===== src/rtl/xadc_drp_scheduler.sv =====
// xadc_drp_scheduler: owns the XADC DRP port and shares it between the
// end-of-sequence UA/UB sample reader (strict priority) and a host port.
module xadc_drp_scheduler #(
    parameter logic [6:0]  UA_ADDR = 7'h1C,
    parameter logic [6:0]  UB_ADDR = 7'h1D,
    parameter int unsigned TIMEOUT = 64
) (
    input  logic        clk,
    input  logic        reset_n,
    input  logic        eos,
    output logic        drp_den,
    output logic        drp_dwe,
    output logic [6:0]  drp_daddr,
    output logic [15:0] drp_di,
    input  logic [15:0] drp_do,
    input  logic        drp_drdy,
    input  logic        host_req,
    input  logic        host_we,
    input  logic [6:0]  host_addr,
    input  logic [15:0] host_wdata,
    output logic        host_ack,
    output logic        host_err,
    output logic [15:0] host_rdata,
    output logic [11:0] ua_code,
    output logic [11:0] ub_code,
    output logic        sample_valid,
    output logic        sample_err,
    output logic        overrun,
    output logic        busy
);

    localparam int unsigned   CW       = $clog2(TIMEOUT);
    localparam logic [CW-1:0] CNT_LAST = CW'(TIMEOUT - 1);

    localparam logic [2:0] S_IDLE    = 3'd0;
    localparam logic [2:0] S_UA_REQ  = 3'd1;
    localparam logic [2:0] S_UA_WAIT = 3'd2;
    localparam logic [2:0] S_UB_REQ  = 3'd3;
    localparam logic [2:0] S_UB_WAIT = 3'd4;
    localparam logic [2:0] S_H_REQ   = 3'd5;
    localparam logic [2:0] S_H_WAIT  = 3'd6;

    logic [2:0]    r_state;
    logic [2:0]    w_next;
    logic          r_pending;
    logic          w_pending_next;
    logic [CW-1:0] r_cnt;
    logic [11:0]   r_stage;
    logic          r_h_we;

    logic          r_den;
    logic          r_dwe;
    logic [6:0]    r_daddr;
    logic [15:0]   r_di;
    logic [11:0]   r_ua_code;
    logic [11:0]   r_ub_code;
    logic          r_sample_valid;
    logic          r_overrun;
    logic          r_busy;

    logic          w_den;
    logic          w_dwe;
    logic [6:0]    w_daddr;
    logic [15:0]   w_di;
    logic          w_last;
    logic          w_ua_done;
    logic          w_ub_done;
    logic          w_s_abort;
    logic          w_h_done;
    logic          w_h_abort;
    logic          w_enter_ua;
    logic          w_overrun;
    logic          w_in_wait;

    // Next state, DRP strobes for the upcoming state and pending-sample bookkeeping
    always_comb begin
        w_next         = r_state;
        w_den          = 1'b0;
        w_dwe          = 1'b0;
        w_daddr        = '0;
        w_di           = '0;
        w_ua_done      = 1'b0;
        w_ub_done      = 1'b0;
        w_s_abort      = 1'b0;
        w_h_done       = 1'b0;
        w_h_abort      = 1'b0;
        w_last         = (r_cnt == CNT_LAST);
        w_in_wait      = 1'b0;

        case (r_state)
            S_IDLE: begin
                if (r_pending || eos) begin
                    w_next = S_UA_REQ;
                end else if (host_req) begin
                    w_next = S_H_REQ;
                end
            end
            S_UA_REQ: w_next = S_UA_WAIT;
            S_UA_WAIT: begin
                w_in_wait = 1'b1;
                if (drp_drdy) begin
                    w_ua_done = 1'b1;
                    w_next    = S_UB_REQ;
                end else if (w_last) begin
                    w_s_abort = 1'b1;
                    w_next    = S_IDLE;
                end
            end
            S_UB_REQ: w_next = S_UB_WAIT;
            S_UB_WAIT: begin
                w_in_wait = 1'b1;
                if (drp_drdy) begin
                    w_ub_done = 1'b1;
                    w_next    = S_IDLE;
                end else if (w_last) begin
                    w_s_abort = 1'b1;
                    w_next    = S_IDLE;
                end
            end
            S_H_REQ: w_next = S_H_WAIT;
            S_H_WAIT: begin
                w_in_wait = 1'b1;
                if (drp_drdy) begin
                    w_h_done = 1'b1;
                    w_next   = S_IDLE;
                end else if (w_last) begin
                    w_h_abort = 1'b1;
                    w_next    = S_IDLE;
                end
            end
            default: w_next = S_IDLE;
        endcase

        case (w_next)
            S_UA_REQ: begin
                w_den   = 1'b1;
                w_daddr = UA_ADDR;
            end
            S_UB_REQ: begin
                w_den   = 1'b1;
                w_daddr = UB_ADDR;
            end
            S_H_REQ: begin
                w_den   = 1'b1;
                w_dwe   = host_we;
                w_daddr = host_addr;
                w_di    = host_wdata;
            end
            default: ;
        endcase

        // An eos that lands on the cycle the pending sample is consumed stays pending
        w_enter_ua     = (r_state == S_IDLE) && (w_next == S_UA_REQ);
        w_overrun      = eos && r_pending && !w_enter_ua;
        w_pending_next = w_enter_ua ? (r_pending && eos) : (r_pending || eos);
    end

    // State, pending flag and drdy wait counter
    always_ff @(posedge clk or negedge reset_n) begin
        if (!reset_n) begin
            r_state   <= S_IDLE;
            r_pending <= 1'b0;
            r_cnt     <= '0;
        end else begin
            r_state   <= w_next;
            r_pending <= w_pending_next;
            r_cnt     <= w_in_wait ? (r_cnt + CW'(1)) : '0;
        end
    end

    // Registered DRP strobes, sample codes and status pulses
    always_ff @(posedge clk or negedge reset_n) begin
        if (!reset_n) begin
            r_den          <= 1'b0;
            r_dwe          <= 1'b0;
            r_daddr        <= '0;
            r_di           <= '0;
            r_stage        <= '0;
            r_h_we         <= 1'b0;
            r_ua_code      <= '0;
            r_ub_code      <= '0;
            r_sample_valid <= 1'b0;
            r_overrun      <= 1'b0;
            r_busy         <= 1'b0;
        end else begin
            r_den          <= w_den;
            r_dwe          <= w_dwe;
            r_daddr        <= w_daddr;
            r_di           <= w_di;
            r_sample_valid <= w_ub_done;
            r_overrun      <= w_overrun;
            r_busy         <= (w_next != S_IDLE);
            if (w_next == S_H_REQ) begin
                r_h_we <= host_we;
            end
            if (w_ua_done) begin
                r_stage <= drp_do[15:4];
            end
            if (w_ub_done) begin
                r_ua_code <= r_stage;
                r_ub_code <= drp_do[15:4];
            end
        end
    end

    // Host completion is reported in the drdy (or timeout) cycle itself
    assign host_ack     = w_h_done || w_h_abort;
    assign host_err     = w_h_abort;
    assign host_rdata   = (w_h_done && !r_h_we) ? drp_do : '0;
    assign sample_err   = w_s_abort;

    assign drp_den      = r_den;
    assign drp_dwe      = r_dwe;
    assign drp_daddr    = r_daddr;
    assign drp_di       = r_di;
    assign ua_code      = r_ua_code;
    assign ub_code      = r_ub_code;
    assign sample_valid = r_sample_valid;
    assign overrun      = r_overrun;
    assign busy         = r_busy;

endmodule

===== config.mk =====
export PLATFORM = sky130hd
export DESIGN_NAME = xadc_drp_scheduler
export DESIGN_NICKNAME = d
export VERILOG_FILES = /design/src/rtl/xadc_drp_scheduler.sv
export SDC_FILE = /design/constraint.sdc
export NUM_CORES = 1
export LEC_CHECK = 0
export ABC_AREA = 1
export CAP_MARGIN = 20
export CORE_MARGIN = 5
export CORE_UTILIZATION = 39
export DETAILED_ROUTE_END_ITERATION = 7
export PLACE_DENSITY_LB_ADDON = 0.1
export SLEW_MARGIN = 0
export SYNTH_ARGS = -nofsm -noshare
export SYNTH_HDL_FRONTEND = slang
export SYNTH_SLANG_ARGS = --single-unit

===== constraint.sdc =====
create_clock -name clk -period 1.6 [get_ports clk]
set_input_delay 0.32 -clock clk [delete_from_list [all_inputs] [get_ports clk]]
set_output_delay 0.32 -clock clk [all_outputs]
set_load 0.005 [all_outputs]

==> After elaboration in Yosys (flattened, before gate mapping) <==
Cells that the tools add are included.
{ "word_totals": {"regBits": 75, "output_inout_bits": 71, "wordCells": 61} }
{ "classes": {"add_sub_neg": 1, "n_eq_ne": 10, "muxes": 22, "n_reduce_logical": 14} }
{ "op_table": {"columns": ["cell", "n"], "rows": [
  ["$mux W16", 2],
  ["$pmux W7 S3", 1],
  ["$pmux W3 S6", 1],
  ["$mux W3", 5],
  ["$eq A3 B3 Y1 const B", 4],
  ["$mux W1", 12],
  ["$eq A3 B2 Y1 const B", 3],
  ["$add A6 B1 Y6 const B", 1],
  ["$eq A3 B1 Y1 const B", 2],
  ["$eq A6 B6 Y1 const B", 1],
  ["$mux W6", 1],
  ["$reduce_or A3 Y1", 2],
  ["$logic_and A1 B1 Y1", 4],
  ["$reduce_or A2 Y1", 2],
  ["$logic_not A3 Y1", 1],
  ["$reduce_bool A3 Y1", 1],
  ["$logic_not A1 Y1", 2],
  ["$logic_or A1 B1 Y1", 2]
]} }

==> Depth between registers and ports, before layout <==
{ "logic_depth": {"depth_word": 8, "depth_mapped": 10, "ltp_nobuf": 10} }

==> Least setup slack after synthesis <==
No wires, ideal clock.
{ "synth_path": {"kind": "register to output", "from": "register r_state[1]", "to": "output port host_rdata[10]", "arrival_ps": 1288, "required_time_ps": 1280, "setup_slack_ps": -8, "stages_incl_launch_ff": 8, "path_buffers": 2, "cell_sequence": "dfrtp_1 inv_2 nor2_2 nand2_2 or3_1 buf_6 buf_12 nor2_4"} }
{ "synth_between": {"elab_chain_len": 4} }
{ "synth_lines": {"columns": ["item", "line", "rtl"], "rows": [
  ["from (decl)", "43", "logic [2:0] r_state;"],
  ["from (signal assigned)", "165", "r_state <= w_next;"],
  ["$eq A3 B3 Y1", "90", "case (r_state)"],
  ["$mux W1", "90", null],
  ["$logic_and A1 B1 Y1", "209", "assign host_rdata = (w_h_done && !r_h_we) ? drp_do : '0;"],
  ["$mux W16", "209", null],
  ["to (decl)", "23", "output logic [15:0] host_rdata,"]
]} }
No other way between the ends.

==> Final worst setup path <==
{ "layout_path": {"from": "input port drp_drdy", "to": "output port host_rdata[14]"} }
{ "layout_between": {"elab_chain_len": 4} }
{ "layout_lines": {"columns": ["item", "line", "rtl"], "rows": [
  ["from (decl)", "16", "input logic drp_drdy,"],
  ["$mux W1", "123", "if (drp_drdy) begin"],
  ["$mux W1", "90", null],
  ["$logic_and A1 B1 Y1", "209", null],
  ["$mux W16", "209", null]
]} }
No other way between the ends.

==> impl_metrics.tcl <==
set metrics [dict create \
    outcome "finished with violations" \
    violations "negative setup slack" \
    synth_cells 323 \
    r2r_start "r_state[0]$_DFF_PN0_" \
    synth_cell_types 26 \
    register_area_um2 1877 \
    io_buffer_count 115 \
    final_hold_viol_count 0 \
    r2r_slack_ps -50 \
    antenna_found_initial 0 \
    grt_max_degree 48 \
    grt_pass1_wl_um 12840 \
    drtIter0Drc 95 \
    vias 2669 \
    synth.area.top_cells "dfrtp_1 62%, inv_1 7.8%, nand2_1 7.7%" \
    instances_no_fill 610 \
    fill_cells 600 \
    yosysMostFrequentCell "dfrtp_1" \
    grt_pass1_vias 2665 \
    ios 116 \
    post-route-util_pct 68.13 \
    synth_ff_type "dfrtp_1" \
    p_total_w 0.007281 \
    wl_per_cell_um 13.80 \
    start_util_pct 39.53 \
    htree_num_levels 3 \
    pwr_density_cell_nw_per_um2 1397 \
    synthTopCellsByCount "75 x dfrtp_1, 63 x inv_1, 62 x nand2_1" \
    core_um2 7647 \
    antenna_cells 0 \
    ys_ff_latch 75 \
    required_ps 1280 \
    rows 32 \
    clockRootBuffer "clkbuf_8" \
    multi_input_area_um2 998.5 \
    tightest_slew_ps 453.8 \
    arrival_ps 1780 \
    drc 0 \
    dieArea_um2 9612 \
    max_freq_mhz 476.2 \
    gp_congestion 0.8367 \
    syn_avg_cell_area_um2 9.359 \
    seq_area_frac_synth_pct 62.09 \
    rsz0062_at_grt "yes" \
    critPathLaunchType "primary input" \
    slew_viol_final 0 \
    dp_cells 573 \
    path_class "in -> out" \
    nets 551 \
    ys_async_sr_fraction_pct 100.0 \
    r2r_end "r_pending$_DFF_PN0_" \
    synth_edf_count 0 \
    final.setup.worst_slack_ps -500.1 \
    grt.total_usage_pct 16.71 \
    setup_viol 38 \
    cap_violations 0 \
    drt_pass1_iterations 4 \
    cts_tree "done" \
    vias_per_cell 4.375 \
    cts_buffer_depth 2 \
    max_slew_margin_pct 69.54 \
    fp.dieH_um 98.04 \
    path_clk_slew_ps 70 \
    synth_nets 369 \
    synth_top_area_cell "dfrtp_1" \
    ant_nets 0 \
    period_needed_ps 2100 \
    syn_area_um2 3023 \
    numCtsBuffers 9 \
    clock_skew_ps 10.08 \
    grt_overflow_total 0 \
    cp-end-kind "output port" \
    cts_sinks 75 \
    yosys_warnings 0 \
    leakagePower_nw 2.637 \
    yosys.area.top_type_share_pct 62.09 \
    finalWirelength_um 8418 \
    period_share_pct 131.3 \
    r2r_cells 12 \
    insertion_delay_ps 330 \
    syn2layout_area_growth_pct 72.35 \
    drive_above_1_share_pct 29.92 \
    ir_worst_vdd_mv 0.6291 \
    hp-class "in -> async" \
    dp_hpwl_um 5506 \
    die_w_um 98.04 \
    crit_fanout 5 \
]
==> flip-flops by register name, summed over array words and instances (netlist names) <==
| register | flops |
|---|---|
| ua_code | 12 |
| drp_dwe | 1 |
| r_pending | 1 |
| drp_den | 1 |
| sample_valid | 1 |
| overrun | 1 |
| drp_daddr | 7 |
| ub_code | 12 |
| drp_di | 16 |
| busy | 1 |
| r_cnt | 6 |
| r_h_we | 1 |
| r_state | 3 |
| r_stage | 12 |
==> layout by cell type (no fill, tap or decap), types with 2 or more instances in the layout <==
| master | netlist | layout |
|---|---|---|
| clkdlybuf4s50_1 | 0 | 93 |
| inv_1 | 63 | 60 |
| a31oi_2 | 0 | 2 |
| o21ai_0 | 39 | 20 |
| nor2_2 | 1 | 12 |
| o21ai_1 | 1 | 19 |
| buf_2 | 3 | 18 |
| a21oi_2 | 0 | 3 |
| nand2_1 | 62 | 58 |
| nor2_1 | 39 | 20 |
| dlymetal6s2s_1 | 0 | 2 |
| buf_12 | 1 | 6 |
| buf_6 | 2 | 13 |
| nand2_2 | 1 | 2 |
| nand2_4 | 0 | 3 |
| clkbuf_16 | 0 | 3 |
| buf_4 | 0 | 43 |
| inv_4 | 0 | 2 |
| buf_8 | 0 | 2 |
| dfrtp_1 | 75 | 75 |
| inv_2 | 2 | 3 |
| nand3_2 | 0 | 3 |
| clkbuf_8 | 0 | 9 |
| nor2_4 | 10 | 18 |
| clkinv_2 | 0 | 2 |
==> worst max-delay path by stage <==
stage                                 to  slack [ps]                  from  cells past startpoint
after floorplan           host_rdata[10]           6  r_state[0]$_DFF_PN0_                      6
after CTS                 host_rdata[14]        -530  r_state[0]$_DFF_PN0_                      7
after detailed placement   host_rdata[1]        -830              drp_drdy                      6
after global placement     host_rdata[4]        -810              drp_drdy                      6
after global routing      host_rdata[13]        -550  r_state[1]$_DFF_PN0_                      8
final                     host_rdata[14]        -500              drp_drdy                      7
==> final cells by class <==
cell class | count | area share, %
Inverter | 65 | 4.779
Multi-Input combinational cell | 172 | 19.16
Sequential cell | 75 | 36.02
Tap cell | 102 | 2.450
Clock buffer | 9 | 2.378
Timing Repair Buffer | 182 | 34.13
Clock inverter | 5 | 1.081
==> per-stage QoR <==
step	setup TNS (ps)	cell area [µm²]	worst slack, ps	hold slack [ps]
2_1_floorplan	0	3028	5.667	24.41
3_3_place_gp	-23550	4632	-810.4	295.8
3_5_place_dp	-24380	4632	-826.3	301.0
4_1_cts	-8235	4940	-533.3	480.3
5_1_grt	-10890	5210	-550.0	486.5
6_report	-7779	5210	-500.1	479.1
==> routing by layer <==
layer | up-vias | part of all wire (%) | track usage, % | wire, µm
li1 | 1333 | - | - | -
met1 | 1248 | 40 | 20.15 | 3368
met2 | 79 | 50 | 26.86 | 4246
met3 | 9 | 8.3 | 7.286 | 701
met4 | 0 | 1.2 | 5.644 | 103
met5 | - | 0 | 0 | 0
==> worst max-delay path, stage by stage <==
cell and delay (ps):
clkdlybuf4s50_1 490, inv_2 60, or3_4 450, buf_12 160
buf_6 110, nor2_4 60, buf_2 120
==> logic make-up (layout without fill, tap and decap cells) <==
logic type               Yosys count  in the layout  synth area share, %
AO/OA/AOI/OAI                     47             47                7.947
XOR/XNOR                           2              2               0.5796
adder cells (fa/ha/maj)            1              1               0.4138
buffers and inverters             76            261                10.64
flip-flops                        75             75                62.09
AND/OR/NAND/NOR                  122            122                18.34
==> report_power, final <==
group	switching (W)	total, W	internal [W]
Sequential	0.000270	0.00277	0.00250
Combinational	0.00141	0.00314	0.00173
Clock	0.000666	0.00137	0.000701
==> repair_timing <==
item                                   CTS  global route
gates cloned                             1             6
setup endpoints to repair               48            86
endpoints found under the hold margin   30             0
hold buffers                             1             0
setup buffers                           11             5
gates resized for setup                105            58
pin swaps                               13            11
Power figures use the tool's default switching activity.
==> variant, RTL diff (config.mk and constraints unchanged) <==
Change the parameter `TIMEOUT` from 64 to 32.
--- a/src/rtl/xadc_drp_scheduler.sv
+++ b/src/rtl/xadc_drp_scheduler.sv
@@ -3,7 +3,7 @@
 module xadc_drp_scheduler #(
     parameter logic [6:0]  UA_ADDR = 7'h1C,
     parameter logic [6:0]  UB_ADDR = 7'h1D,
-    parameter int unsigned TIMEOUT = 64
+    parameter int unsigned TIMEOUT = 32
 ) (
     input  logic        clk,
     input  logic        reset_n,
Function: no difference found for any inputs over 10 cycles, from zero or initial values and one cycle with reset_n low; that may be too few to reach the edited logic, so the function may still have changed.
==> variant against the original RTL <==
The flow finishes with violations (hold timing, setup timing); sequential cell count fell by 1; critical path type is now reg -> out; area after synthesis rose by 3.7%; cell count shrank 2.8%; die area is 3.3% higher; non-clock buffer count fell by 14; total power is 1.8% higher; highest routed layer unchanged; synthesized cell count fell by 1.9%; largest power group unchanged; critical endpoint is now sample_err; routed wire length fell by 8.6%; setup slack better by 0.22 ns; critical path depth unchanged; design area down 2.8%.
==> variant: results <==
[placement]
globalplace.congestion = 0.809
dp_hpwl_mm = 5.64
placement.io_buffers = 115
place_area_um2 = 4670

[route]
dr_total_vias = 2562
dr_pass1_iterations = 4
drt_iter0_drc = 98
routed_wire_length_per_instance_um = 13.0

[final_layout]
antenna_cells = 0
layout.nets = 533
largest_register_ffs = 16
fillerInstances = 656
share_of_post_route_cells_with_drive_strength_above_1 = 0.316

[synthesis]
synth.yosys.seq_area_share = 0.591
synthesis.nets = 364
number_of_synthesized_flops_with_an_enable_pin = 0
most_instantiated_cells_after_synthesis = "nand2_1, dfrtp_1, inv_1"
ys_types = 27
ys_dominant_reg_cell = "dfrtp_1"
synth.yosys.warnings = 0
postSynth.asyncResetShare = 1.00
post_synth_main_area_contributors = "dfrtp_1, nand2_1, inv_1, nor2_4, o21ai_2"

[grt]
use_met3 = 0.0659
grt_first_pass_wirelength_mm = 12.9
groute.usage.overall = 0.165
antenna_found_initial = 0
use_met2 = 0.264
grt_pass1_vias = 2681
met1_usage = 0.200
grt_max_degree = 75

[critical_path]
worst_path_dominant_cell_family = "adder cells"
cp.arrival_ns = 1.56
critPathMaxFanout = 4
worst_path_largest_cell_delay_ns = 0.36
slowest_stage = "dfrtp_1"

[timing]
final.setup.tns_ns = -3.12
finalWorstSetupSlack_ns = -0.277
timing_hold_violations_final = 3
worst_pin_slew_ns = 0.420
timing.clock.skew_ns = 0.00775
report.final.setup_viol = 21
worst_hold_slack_ns = -0.00951

[clocking]
clock_buffer_count_from_cts = 9
cts.reportedPaths.clkPinSlew_ns = 0.08
clock_tree.root_cell = "clkbuf_8"
cts_max_level = 3

[power_and_ir_drop]
p_leak_nw = 2.56
vdd_ir_drop_max_uv = 581

[run_status]
violations = "hold timing, setup timing"
outcome = "finished, violations left"

[worst_hold_path]
min_path_type = "in -> async"
variant: changes by cell type in the layout (fill, tap and decap cells not counted), sizes merged, moves of 2 or more:
cell,change
nand2,+20
inv,-15
buf,-10
o21ai,-10
nand3,+3
nor2,+3
a21oi,-2
a31oi,-2
bufinv,+2
clkinv,-2
variant: final timing paths:
path,cells past startpoint,to,from,slack (ns)
worst max-delay path,7,sample_err,r_cnt[0],-0.28
worst min-delay path,2,r_cnt[3],reset_n,-0.01
worst max register to register,10,overrun,r_cnt[0],-0.02
worst min register to register,2,ua_code[3],ua_code[3],0.47
max in group asynchronous,2,r_state[2],reset_n,1.30
min in group clk,2,ua_code[3],ua_code[3],0.47
variant: cells by family after synthesis:
logic type / Yosys count / synth area share
AO/OA/AOI/OAI: 34 / 0.0774
XOR/XNOR: 1 / 0.00279
adder cells (fa/ha/maj): 2 / 0.00798
buffers and inverters: 60 / 0.0950
flip-flops: 74 / 0.591
AND/OR/NAND/NOR: 146 / 0.226
variant: layer usage:
| metal | share of wire | up-vias | wire length, µm |
|---|---|---|---|
| met5 | 0 | - | 0 |
| met4 | 0.018 | 0 | 142 |
| met3 | 0.087 | 10 | 673 |
| met2 | 0.48 | 77 | 3660 |
| met1 | 0.42 | 1179 | 3220 |
| li1 | - | 1296 | - |
variant: stage by stage:
stage	setup WS [ns]	utilization	std cells
6_report	-0.277	0.652	593
5_1_grt	-0.376	0.652	593
4_1_cts	-0.319	0.635	590
3_5_place_dp	-0.512	0.601	565
3_3_place_gp	-0.489	0.601	565
2_1_floorplan	0.164	-	317
variant: timing repair:
action | 4_1_cts | 5_1_grt
endpoints found under the setup margin | 23 | 31
gates cloned | 0 | 0
gates resized for setup | 94 | 32
buffers inserted | 9 | 4
pin swaps | 9 | 6
variant: worst reg2reg max path, stage by stage, from the launching register on:
cell,delay (ns)
dfrtp_1,0.36
ha_2,0.19
nand2_2,0.06
nor2_2,0.10
ha_2,0.19
inv_2,0.06
nand3_1,0.09
nand3_2,0.09
nor2_4,0.19
buf_4,0.14
a21oi_2,0.04
variant: layout make-up:
| cell class | instances | area [µm²] | share of cell area |
|---|---|---|---|
| inverter | 50 | 188 | 0.0371 |
| multi-input combinational | 183 | 1110 | 0.219 |
| sequential | 74 | 1850 | 0.366 |
| tap | 102 | 128 | 0.0252 |
| timing repair buffer | 168 | 1550 | 0.306 |
| clock inverter | 5 | 103 | 0.0203 |
| clock buffer | 11 | 131 | 0.0259 |
variant: power by group:
part	total [mW]	internal (mW)	leakage, nW	switching (mW)
registers	2.80	2.49	0.964	0.317
logic	2.91	1.61	1.48	1.30
clock network	1.70	1.04	0.114	0.668
